### config.mk
export PLATFORM = sky130hd
export DESIGN_NAME = gate_tester
export DESIGN_NICKNAME = d
export VERILOG_FILES = /design/src/rtl/gate_tester.sv
export SDC_FILE = /design/constraint.sdc
export NUM_CORES = 1
export LEC_CHECK = 0
export CAP_MARGIN = 20
export CORE_MARGIN = 3
export CORE_UTILIZATION = 47
export CTS_CLUSTER_DIAMETER = 80
export DETAILED_ROUTE_END_ITERATION = 12
export HOLD_SLACK_MARGIN = 0.12
export PLACE_DENSITY = 0.83
export SYNTH_ARGS = -nofsm -noshare
export SYNTH_HDL_FRONTEND = slang
export SYNTH_SLANG_ARGS = --single-unit
### constraint.sdc
create_clock -name clk -period 1.7 [get_ports clk]
set_input_delay 0.17 -clock clk [delete_from_list [all_inputs] [get_ports clk]]
set_output_delay 0.17 -clock clk [all_outputs]
set_load 0.02 [all_outputs]
### src/rtl/gate_tester.sv
// Stimulus/response self-test for a two-input, six-function gate unit.
// Walks {a,b} through 00..11, samples the synchronized response and flags mismatching functions.
module gate_tester #(
   parameter int unsigned SETTLE_CYCLES = 4
) (
   input  logic       clk,
   input  logic       rst_n,
   input  logic       start,
   input  logic [5:0] y_in,
   output logic       a_out,
   output logic       b_out,
   output logic       busy,
   output logic       done,
   output logic       pass,
   output logic [5:0] fail_mask,
   output logic [1:0] first_fail
);

   typedef enum logic [1:0] {StIdle, StSettle, StCheck, StDone} state_e;

   localparam logic [7:0] CntReload = 8'(SETTLE_CYCLES - 1);

   state_e     state_q, state_d;
   logic [1:0] combo_q, combo_d;
   logic [7:0] cnt_q, cnt_d;
   logic [5:0] sync1_q, sync2_q;
   logic [5:0] fail_mask_q, fail_mask_d;
   logic [1:0] first_fail_q, first_fail_d;
   logic       seen_q, seen_d;
   logic       pass_q, pass_d;
   logic [5:0] exp_y;
   logic [5:0] diff;

   // Expected {xnor, xor, nor, or, nand, and} for the current combination.
   always_comb begin
      exp_y = 6'b101010;
      unique case (combo_q)
         2'd0: exp_y = 6'b101010;
         2'd1: exp_y = 6'b010110;
         2'd2: exp_y = 6'b010110;
         2'd3: exp_y = 6'b100101;
         default: exp_y = 6'b101010;
      endcase
   end

   assign diff = sync2_q ^ exp_y;

   always_comb begin
      state_d      = state_q;
      combo_d      = combo_q;
      cnt_d        = cnt_q;
      fail_mask_d  = fail_mask_q;
      first_fail_d = first_fail_q;
      seen_d       = seen_q;
      pass_d       = pass_q;
      unique case (state_q)
         StIdle: begin
            if (start) begin
               state_d      = StSettle;
               combo_d      = 2'd0;
               cnt_d        = CntReload;
               fail_mask_d  = 6'd0;
               first_fail_d = 2'd0;
               seen_d       = 1'b0;
               pass_d       = 1'b0;
            end
         end
         StSettle: begin
            if (cnt_q == 8'd0) begin
               state_d = StCheck;
            end else begin
               cnt_d = cnt_q - 8'd1;
            end
         end
         StCheck: begin
            fail_mask_d = fail_mask_q | diff;
            if ((diff != 6'd0) && !seen_q) begin
               first_fail_d = combo_q;
               seen_d       = 1'b1;
            end
            if (combo_q == 2'd3) begin
               state_d = StDone;
               // Use the mask including this final check so pass is valid alongside done.
               pass_d  = (fail_mask_d == 6'd0);
            end else begin
               state_d = StSettle;
               combo_d = combo_q + 2'd1;
               cnt_d   = CntReload;
            end
         end
         StDone: begin
            state_d = StIdle;
            combo_d = 2'd0;
         end
         default: state_d = StIdle;
      endcase
   end

   always_ff @(posedge clk or negedge rst_n) begin
      if (!rst_n) begin
         state_q      <= StIdle;
         combo_q      <= 2'd0;
         cnt_q        <= 8'd0;
         fail_mask_q  <= 6'd0;
         first_fail_q <= 2'd0;
         seen_q       <= 1'b0;
         pass_q       <= 1'b0;
      end else begin
         state_q      <= state_d;
         combo_q      <= combo_d;
         cnt_q        <= cnt_d;
         fail_mask_q  <= fail_mask_d;
         first_fail_q <= first_fail_d;
         seen_q       <= seen_d;
         pass_q       <= pass_d;
      end
   end

   // The response may come from an unclocked lab board, hence two flops.
   always_ff @(posedge clk or negedge rst_n) begin
      if (!rst_n) begin
         sync1_q <= 6'd0;
         sync2_q <= 6'd0;
      end else begin
         sync1_q <= y_in;
         sync2_q <= sync1_q;
      end
   end

   assign a_out      = combo_q[1];
   assign b_out      = combo_q[0];
   assign busy       = (state_q != StIdle);
   assign done       = (state_q == StDone);
   assign pass       = pass_q;
   assign fail_mask  = fail_mask_q;
   assign first_fail = first_fail_q;

endmodule

==> results of run 1 <==
==> worst min-delay path by stage <==
stage | cells after the start | to
2_1_floorplan | 0 | cnt_q[0]
3_3_place_gp | 0 | sync2_q[2]
3_5_place_dp | 0 | sync2_q[2]
4_1_cts | 2 | sync1_q[4]
5_1_grt | 2 | sync1_q[5]
6_report | 2 | fail_mask[4]
==> power by group <==
group	leakage (nW)	switching (mW)	internal [mW]	total [mW]
Combinational	0.522	0.758	0.681	1.44
Sequential	0.424	0.235	1.02	1.26
Clock	0.0554	0.287	0.460	0.746
==> routing by layer <==
metal  global-route usage  up-vias  wire, um
li1                     -      576         -
met1                0.219      633      1480
met2                0.289       65      1690
met3               0.0809       10       283
met4               0.0634        0        66
met5                    0        -         0
==> registers in the layout, summed over array words and instances (netlist names) <==
register and flops:
cnt_q 8, combo_q 2, fail_mask 6, first_fail 2
pass 1, seen_q 1, state_q 2, sync1_q 6
sync2_q 6
==> metrics by stage <==
stage / instance area [um^2] / hold WS [ns] / util / power, mW
CTS: 1990 / 0.218 / 0.685 / 3.33
floorplan: 1510 / -0.126 / - / 1.96
detailed placement: 1830 / 0.335 / 0.631 / 2.50
finish: 2050 / 0.204 / 0.708 / 3.44
global placement: 1830 / 0.332 / 0.631 / 2.44
global route: 2050 / 0.222 / 0.708 / 3.65
==> cell families after synthesis <==
group                      Yosys count
buffers and inverters                9
and+or+nand+nor                     60
adders and majority gates            5
muxes                                8
xor gates and xnor gates             7
DFF                                 34
AOI/OAI and AO/OA                   24
==> synth_stat cells (all sizes together) <==
library cell	count	area share
or3	1	0.0041
or2	1	0.0041
nor4b	2	0.012
inv	4	0.0099
mux2i	8	0.053
ha	5	0.041
dfrtp	34	0.56
nand4	2	0.0083
nand3	3	0.0099
and3b	1	0.0058
nor2	13	0.032
nand2b	5	0.021
xor2	4	0.023
or4	2	0.0099
o31ai	1	0.0050
a21boi	1	0.0050
clkbuf	4	0.0099
a21oi	6	0.022
o22ai	2	0.0083
nor3	5	0.017
and2	1	0.0041
nand2	23	0.057
nand3b	1	0.0050
a21o	1	0.0050
xnor2	3	0.017
o21ai	12	0.040
buf	1	0.0033
o21bai	1	0.0050
==> area by class of cell <==
class / count / area (um^2)
inverters: 4 / 15.0
flip-flops and latches: 34 / 856
clock inverters: 3 / 68.8
well taps: 42 / 52.6
repair buffers: 37 / 330
multi-input cells: 104 / 694
clock buffers: 5 / 37.5
fillers: 200 / 846
==> repair_timing <==
action,in CTS,in global routing
buffers inserted,3,3
endpoints found under the hold margin,0,0
endpoints found under the setup margin,5,11
gates resized for setup,10,11
pin swaps,3,5
==> metrics.txt, run 1 <==
# TYPE chip_impl_metric gauge
chip_impl_metric{name="cts-buffers-inserted",unit=""} 5
chip_impl_metric{name="synth_simple_gate_area_share",unit=""} 0.189
chip_impl_metric{name="finalWorstPathRequiredPeriod",unit="ns"} 1.68
chip_impl_metric{name="cell_variety_after_synth",unit=""} 29
chip_impl_metric{name="report.final.hold_viol_count",unit=""} 0
chip_impl_info{name="timing.critical_path.from_type",value="flip-flop"} 1
chip_impl_metric{name="clock_path_buffers",unit=""} 2
chip_impl_metric{name="cell_count_post_placement",unit=""} 215
chip_impl_metric{name="detailroute.via_count",unit=""} 1284
chip_impl_metric{name="synth_seq_cells",unit=""} 34
chip_impl_metric{name="pre_cts_ws",unit="ns"} -0.0845
chip_impl_metric{name="ir_worst_vdd",unit="mV"} 0.809
chip_impl_info{name="worst_r2r_startpoint",value="combo_q[0]"} 1
chip_impl_metric{name="synth_fa_ha_area_frac",unit=""} 0.0414
chip_impl_info{name="critical_path.top_delay_family",value="flip-flops"} 1
chip_impl_metric{name="period_utilization_post_route",unit=""} 0.987
chip_impl_metric{name="timing.critical_path.buf_inv",unit=""} 1
chip_impl_info{name="rsz0062_at_grt",value="true"} 1
chip_impl_metric{name="antennaDiodeCount",unit=""} 0
chip_impl_metric{name="place_hpwl",unit="um"} 2170
chip_impl_info{name="rr_endpoint",value="first_fail[1]"} 1
chip_impl_info{name="dominant_combinational_cell_family_by_area_after_synthesis",value="simple AND/OR/NAND/NOR gates"} 1
chip_impl_metric{name="globalRoute.totalOverflow",unit=""} 0
chip_impl_metric{name="worstRegToRegCells",unit=""} 6
chip_impl_info{name="setup.worst_path.class",value="reg2reg"} 1
chip_impl_metric{name="wirelength",unit="um"} 3520
chip_impl_metric{name="hold_buffers",unit=""} 0
chip_impl_metric{name="dr.first_iter.drc_count",unit=""} 97
chip_impl_metric{name="portBuffers",unit=""} 21
chip_impl_metric{name="finish.net_count",unit=""} 200
chip_impl_info{name="cp_slowest_cell",value="sky130_fd_sc_hd__dfrtp_2"} 1
chip_impl_info{name="tritoncts",value="built"} 1
chip_impl_metric{name="pin_count",unit=""} 22
chip_impl_metric{name="gr-usage-all-layers",unit=""} 0.182
chip_impl_metric{name="area_growth",unit="%"} 35.8
chip_impl_metric{name="initial_utilization",unit=""} 0.522
chip_impl_metric{name="tns",unit="ns"} 0
chip_impl_info{name="clockRootBuffer",value="sky130_fd_sc_hd__clkbuf_4"} 1
chip_impl_metric{name="synth_sequential_area_ratio",unit=""} 0.562
chip_impl_metric{name="clock_skew",unit="ns"} 0.0168
chip_impl_metric{name="crit_fanout",unit=""} 5
chip_impl_metric{name="dr.pass1.iters",unit=""} 4
chip_impl_metric{name="maxSlewHeadroom",unit=""} 0.730
chip_impl_metric{name="final_std_cells_w_o_fill",unit=""} 229
chip_impl_metric{name="die_area",unit="mm^2"} 0.00394
chip_impl_info{name="endpoint",value="first_fail[1]"} 1
chip_impl_metric{name="data_required_time_at_the_worst_endpoint",unit="ns"} 1.98
chip_impl_metric{name="share_of_the_synthesized_area_in_compound_gates_ao_oa_aoi_oai",unit=""} 0.0902
chip_impl_metric{name="power_leakage",unit="nW"} 1.00
chip_impl_metric{name="critical_path_arrival",unit="ns"} 1.96
chip_impl_metric{name="drt-vias-per-instance",unit=""} 5.61
chip_impl_metric{name="slew_violations",unit=""} 0
chip_impl_metric{name="yosys_warnings",unit=""} 0
chip_impl_metric{name="clk_latency",unit="ns"} 0.35
chip_impl_metric{name="via_count_of_the_first_global_routing_pass",unit=""} 1185
chip_impl_info{name="worst_hold_path_type",value="in2async"} 1
chip_impl_metric{name="highest_cell_delay_on_the_worst_timing_path",unit="ns"} 0.46
chip_impl_metric{name="clock_tree.htree_level_count",unit=""} 2
chip_impl_metric{name="critical_path_cell_count",unit=""} 6
chip_impl_metric{name="antenna_violating_nets_post_route",unit=""} 0
chip_impl_metric{name="final_weighted_congestion_in_routability_driven_placement",unit=""} 0.826
chip_impl_metric{name="muxShareOfSynthArea",unit=""} 0.0529
chip_impl_metric{name="power_density",unit="mW/mm^2"} 1680
chip_impl_info{name="run_status",value="finished, final reports clean"} 1
chip_impl_info{name="setup.worst_path.start",value="combo_q[0]"} 1
chip_impl_metric{name="placementRows",unit=""} 19
chip_impl_info{name="worstSetupEndpointType",value="flip-flop"} 1
chip_impl_metric{name="tightest_slew",unit="ns"} 0.399
chip_impl_metric{name="die_h",unit="um"} 62.7
chip_impl_metric{name="drc",unit=""} 0
chip_impl_metric{name="cts.sinks",unit=""} 34
chip_impl_metric{name="max-cap-violations",unit=""} 0
chip_impl_metric{name="initial_antenna_violation_count",unit=""} 0
chip_impl_metric{name="setup_viol",unit=""} 0
chip_impl_metric{name="wire_length_of_the_first_global_routing_pass",unit="um"} 5570
chip_impl_metric{name="synth-xor-area-share",unit=""} 0.0405
chip_impl_metric{name="layout-drive-gt1-share",unit=""} 0.230
chip_impl_metric{name="fp.dieW",unit="um"} 62.7
chip_impl_metric{name="synthesized_instance_count",unit=""} 147
chip_impl_info{name="path_cells",value="inv_2 -> ha_4 -> xor2_2 -> nand4_1 -> o21ai_2 -> mux2i_1"} 1
chip_impl_metric{name="syn-num-nets",unit=""} 161
chip_impl_metric{name="wl_per_cell",unit="um"} 15.3
chip_impl_metric{name="fmax",unit="MHz"} 596
chip_impl_metric{name="worst_slack",unit="ns"} 0.0214
chip_impl_metric{name="timing.reg2reg.setup_slack",unit="ns"} 0.02
chip_impl_metric{name="clk_transition_reported_paths",unit="ns"} 0.11
chip_impl_metric{name="design.core.area",unit="mm^2"} 0.00290
chip_impl_info{name="leading_cell_type_in_the_layout_fill_and_taps_excluded",value="sky130_fd_sc_hd__dfrtp_1"} 1
chip_impl_info{name="layout_common_cells",value="30 x sky130_fd_sc_hd__dfrtp_1, 23 x sky130_fd_sc_hd__nand2_1, 18 x sky130_fd_sc_hd__clkdlybuf4s50_1"} 1
chip_impl_metric{name="largest_net_degree_at_the_start_of_global_routing",unit=""} 35
chip_impl_metric{name="avgSynthCellArea",unit="um^2"} 10.3
chip_impl_metric{name="syn_area",unit="mm^2"} 0.00151
Note: power is estimated with default switching activity, not from simulation.
==> inputs of run 2 (changes only) <==
--- a/config.mk
+++ b/config.mk
@@ -7,11 +7,13 @@
 export LEC_CHECK = 0
 export CAP_MARGIN = 20
 export CORE_MARGIN = 3
-export CORE_UTILIZATION = 47
+export CORE_UTILIZATION = 55
 export CTS_CLUSTER_DIAMETER = 80
 export DETAILED_ROUTE_END_ITERATION = 12
+export DONT_BUFFER_PORTS = 1
 export HOLD_SLACK_MARGIN = 0.12
 export PLACE_DENSITY = 0.83
+export REMOVE_ABC_BUFFERS = 1
 export SYNTH_ARGS = -nofsm -noshare
 export SYNTH_HDL_FRONTEND = slang
 export SYNTH_SLANG_ARGS = --single-unit
==> run 2 against run 1 <==
  * The flow now finishes with violations (negative setup slack)
  * Die area decreased by 13%
  * Sequential share of layout area increased by 1.8 points
  * Clock skew decreased by 0.0064 ns
  * Non-clock buffer count decreased by 8
  * Worst setup slack got worse by 0.080 ns
  * Utilization increased by 6.4 points
  * Critical path type unchanged
  * Highest routed layer unchanged
==> metrics.txt, run 2 (synthesis results as in run 1) <==
# TYPE chip_impl_metric gauge
chip_impl_info{name="run_status",value="complete, but fails checks"} 1
chip_impl_info{name="failing_checks",value="negative setup slack"} 1
chip_impl_metric{name="layout-drive-gt1-share",unit=""} 0.268
chip_impl_metric{name="drt-vias-per-instance",unit=""} 5.87
chip_impl_metric{name="share_seq_of_total_power",unit=""} 0.397
chip_impl_info{name="leading_cell_type_in_the_layout_fill_and_taps_excluded",value="sky130_fd_sc_hd__dfrtp_1"} 1
chip_impl_metric{name="intPower",unit="mW"} 1.95
chip_impl_metric{name="fmax",unit="MHz"} 569
chip_impl_metric{name="power_density",unit="mW/mm^2"} 1650
chip_impl_info{name="worst_hold_path_type",value="in2reg"} 1
chip_impl_metric{name="antennaDiodeCount",unit=""} 0
chip_impl_metric{name="power.share.clock",unit=""} 0.185
chip_impl_metric{name="clock_path_buffers",unit=""} 2
chip_impl_metric{name="data_required_time_at_the_worst_endpoint",unit="ns"} 1.98
chip_impl_metric{name="largest_register_ffs",unit=""} 8
chip_impl_metric{name="period_utilization_post_route",unit=""} 1.03
chip_impl_metric{name="slew_violations",unit=""} 0
chip_impl_metric{name="netSwitchingPower",unit="mW"} 1.30
chip_impl_metric{name="via_count_of_the_first_global_routing_pass",unit=""} 1204
chip_impl_metric{name="worst_slack",unit="ns"} -0.0583
chip_impl_metric{name="fin_total_pwr",unit="mW"} 3.25
chip_impl_metric{name="maxSlewHeadroom",unit=""} 0.614
chip_impl_metric{name="portBuffers",unit=""} 0
chip_impl_metric{name="clock_skew",unit="ns"} 0.0103
chip_impl_metric{name="wl_per_cell",unit="um"} 17.2
chip_impl_metric{name="die_area",unit="mm^2"} 0.00342
chip_impl_metric{name="setup_viol",unit=""} 2
chip_impl_metric{name="wirelength",unit="um"} 3590
chip_impl_metric{name="place_hpwl",unit="um"} 2270
chip_impl_metric{name="initial_utilization",unit=""} 0.594
chip_impl_metric{name="antenna_violating_nets_post_route",unit=""} 0
chip_impl_metric{name="detailroute.via_count",unit=""} 1226
chip_impl_metric{name="globalRoute.totalOverflow",unit=""} 0
chip_impl_metric{name="pre_cts_ws",unit="ns"} -0.0718
chip_impl_metric{name="area_growth",unit="%"} 29.9
chip_impl_metric{name="dr.first_iter.drc_count",unit=""} 49
chip_impl_metric{name="clk_transition_reported_paths",unit="ns"} 0.11
chip_impl_info{name="timing.critical_path.from_type",value="flip-flop"} 1
chip_impl_metric{name="largest_net_degree_at_the_start_of_global_routing",unit=""} 35
chip_impl_info{name="tritoncts",value="built"} 1
chip_impl_metric{name="clock_tree.htree_level_count",unit=""} 2
chip_impl_metric{name="cts-buffers-inserted",unit=""} 5
chip_impl_metric{name="critical_path_arrival",unit="ns"} 2.04
chip_impl_info{name="setup.worst_path.class",value="reg2reg"} 1
chip_impl_metric{name="ir_worst_vdd",unit="mV"} 1.25
chip_impl_metric{name="finish.net_count",unit=""} 192
chip_impl_info{name="clockRootBuffer",value="sky130_fd_sc_hd__clkbuf_4"} 1
chip_impl_metric{name="fp.dieW",unit="um"} 58.4
chip_impl_metric{name="crit_fanout",unit=""} 6
chip_impl_metric{name="max-cap-violations",unit=""} 0
chip_impl_metric{name="pin_count",unit=""} 22
chip_impl_info{name="layout_common_cells",value="32 x sky130_fd_sc_hd__dfrtp_1, 23 x sky130_fd_sc_hd__nand2_1, 20 x sky130_fd_sc_hd__buf_4"} 1
chip_impl_metric{name="initial_antenna_violation_count",unit=""} 0
chip_impl_metric{name="drc",unit=""} 0
chip_impl_metric{name="cell_count_post_placement",unit=""} 188
chip_impl_metric{name="power_switching_share",unit=""} 0.401
chip_impl_info{name="worstSetupEndpointType",value="flip-flop"} 1
chip_impl_metric{name="gr-usage-all-layers",unit=""} 0.218
chip_impl_metric{name="clk_latency",unit="ns"} 0.36
chip_impl_metric{name="design.core.area",unit="mm^2"} 0.00254
chip_impl_metric{name="die_h",unit="um"} 58.4
chip_impl_metric{name="wire_length_of_the_first_global_routing_pass",unit="um"} 5420
chip_impl_metric{name="tightest_slew",unit="ns"} 0.574
chip_impl_metric{name="report.final.hold_viol_count",unit=""} 0
chip_impl_metric{name="cts.sinks",unit=""} 34
chip_impl_metric{name="final_weighted_congestion_in_routability_driven_placement",unit=""} 0.915
chip_impl_metric{name="dr.pass1.iters",unit=""} 6
chip_impl_metric{name="placementRows",unit=""} 18
chip_impl_info{name="max_flop_register",value="cnt_q"} 1
chip_impl_metric{name="final_std_cells_w_o_fill",unit=""} 209
chip_impl_metric{name="combPwrFrac",unit=""} 0.419
chip_impl_metric{name="finalWorstPathRequiredPeriod",unit="ns"} 1.76
chip_impl_metric{name="power_leakage",unit="nW"} 0.956
[run 2: cell types whose count changed in the layout (fill, tap and decap cells not counted), moves of 2 or more]
cell	change
sky130_fd_sc_hd__dlygate4sd2_1	-2
sky130_fd_sc_hd__buf_4	+4
sky130_fd_sc_hd__dfrtp_1	+2
sky130_fd_sc_hd__clkdlybuf4s50_1	-18
sky130_fd_sc_hd__dfrtp_2	-2
sky130_fd_sc_hd__dlygate4sd3_1	+8
sky130_fd_sc_hd__clkinvlp_4	+2
[run 2: path summary, 6_finish.rpt]
check	depth (start not counted)	from	endpoint	slack, ns
max in group asynchronous	2	rst_n	combo_q[0]	1.27
max reg2reg	7	combo_q[1]	first_fail[1]	-0.06
min reg2reg	0	sync1_q[0]	sync2_q[0]	0.36
max	7	combo_q[1]	first_fail[1]	-0.06
min	3	start	cnt_q[7]	0.20
min in group asynchronous	2	rst_n	fail_mask[2]	0.25
[run 2: what timing repair did]
| item | CTS | global route |
|---|---|---|
| endpoints found under the hold margin | 41 | 0 |
| hold buffers | 9 | 0 |
| resized for setup | 5 | 16 |
| buffers inserted | 1 | 3 |
| setup endpoints to repair | 3 | 11 |
| pin swaps | 0 | 1 |
[run 2: final cells by class]
type | instances | area [um^2]
Tap cell | 30 | 37.5
Fill cell | 155 | 579
Multi-Input combinational cell | 104 | 727
Timing Repair Buffer | 29 | 250
Inverter | 4 | 15.0
Sequential cell | 34 | 853
Clock buffer | 5 | 37.5
Clock inverter | 3 | 45.0
[run 2: metal layers]
layer | routed length, um | share of wire | GRT usage | up-vias
met5 | 0 | 0 | 0 | -
met4 | 86 | 0.024 | 0.116 | 0
met3 | 257 | 0.072 | 0.0724 | 9
met2 | 1820 | 0.51 | 0.364 | 60
met1 | 1420 | 0.40 | 0.246 | 599
li1 | - | - | - | 558
[run 2: through the flow]
step | TNS [ns] | hold slack [ns] | utilization | cell area [um^2]
floorplan | -0.228 | -0.126 | - | 1490
global placement | 0 | -0.125 | 0.648 | 1650
detailed placement | -0.130 | -0.125 | 0.648 | 1650
CTS | 0 | 0.182 | 0.733 | 1860
global route | -0.152 | 0.249 | 0.772 | 1970
finish | -0.0874 | 0.202 | 0.772 | 1970
[run 2: critical path, cell delays in order (launching register included)]
cell and delay, ns:
sky130_fd_sc_hd__dfrtp_2 0.47, sky130_fd_sc_hd__inv_2 0.10, sky130_fd_sc_hd__ha_4 0.17, sky130_fd_sc_hd__xor2_2 0.18, sky130_fd_sc_hd__nand4_1 0.18, sky130_fd_sc_hd__o21ai_1 0.21
sky130_fd_sc_hd__buf_4 0.16, sky130_fd_sc_hd__mux2i_1 0.20
[run 2: power by group through the flow]
stage,sequential [mW],clock (mW),combinational [mW]
after floorplan,1.33,0,0.612
after global placement,1.24,0,1.05
after detailed placement,1.26,0,1.11
after CTS,1.25,0.607,1.20
after global routing,1.32,0.649,1.47
final,1.29,0.601,1.36
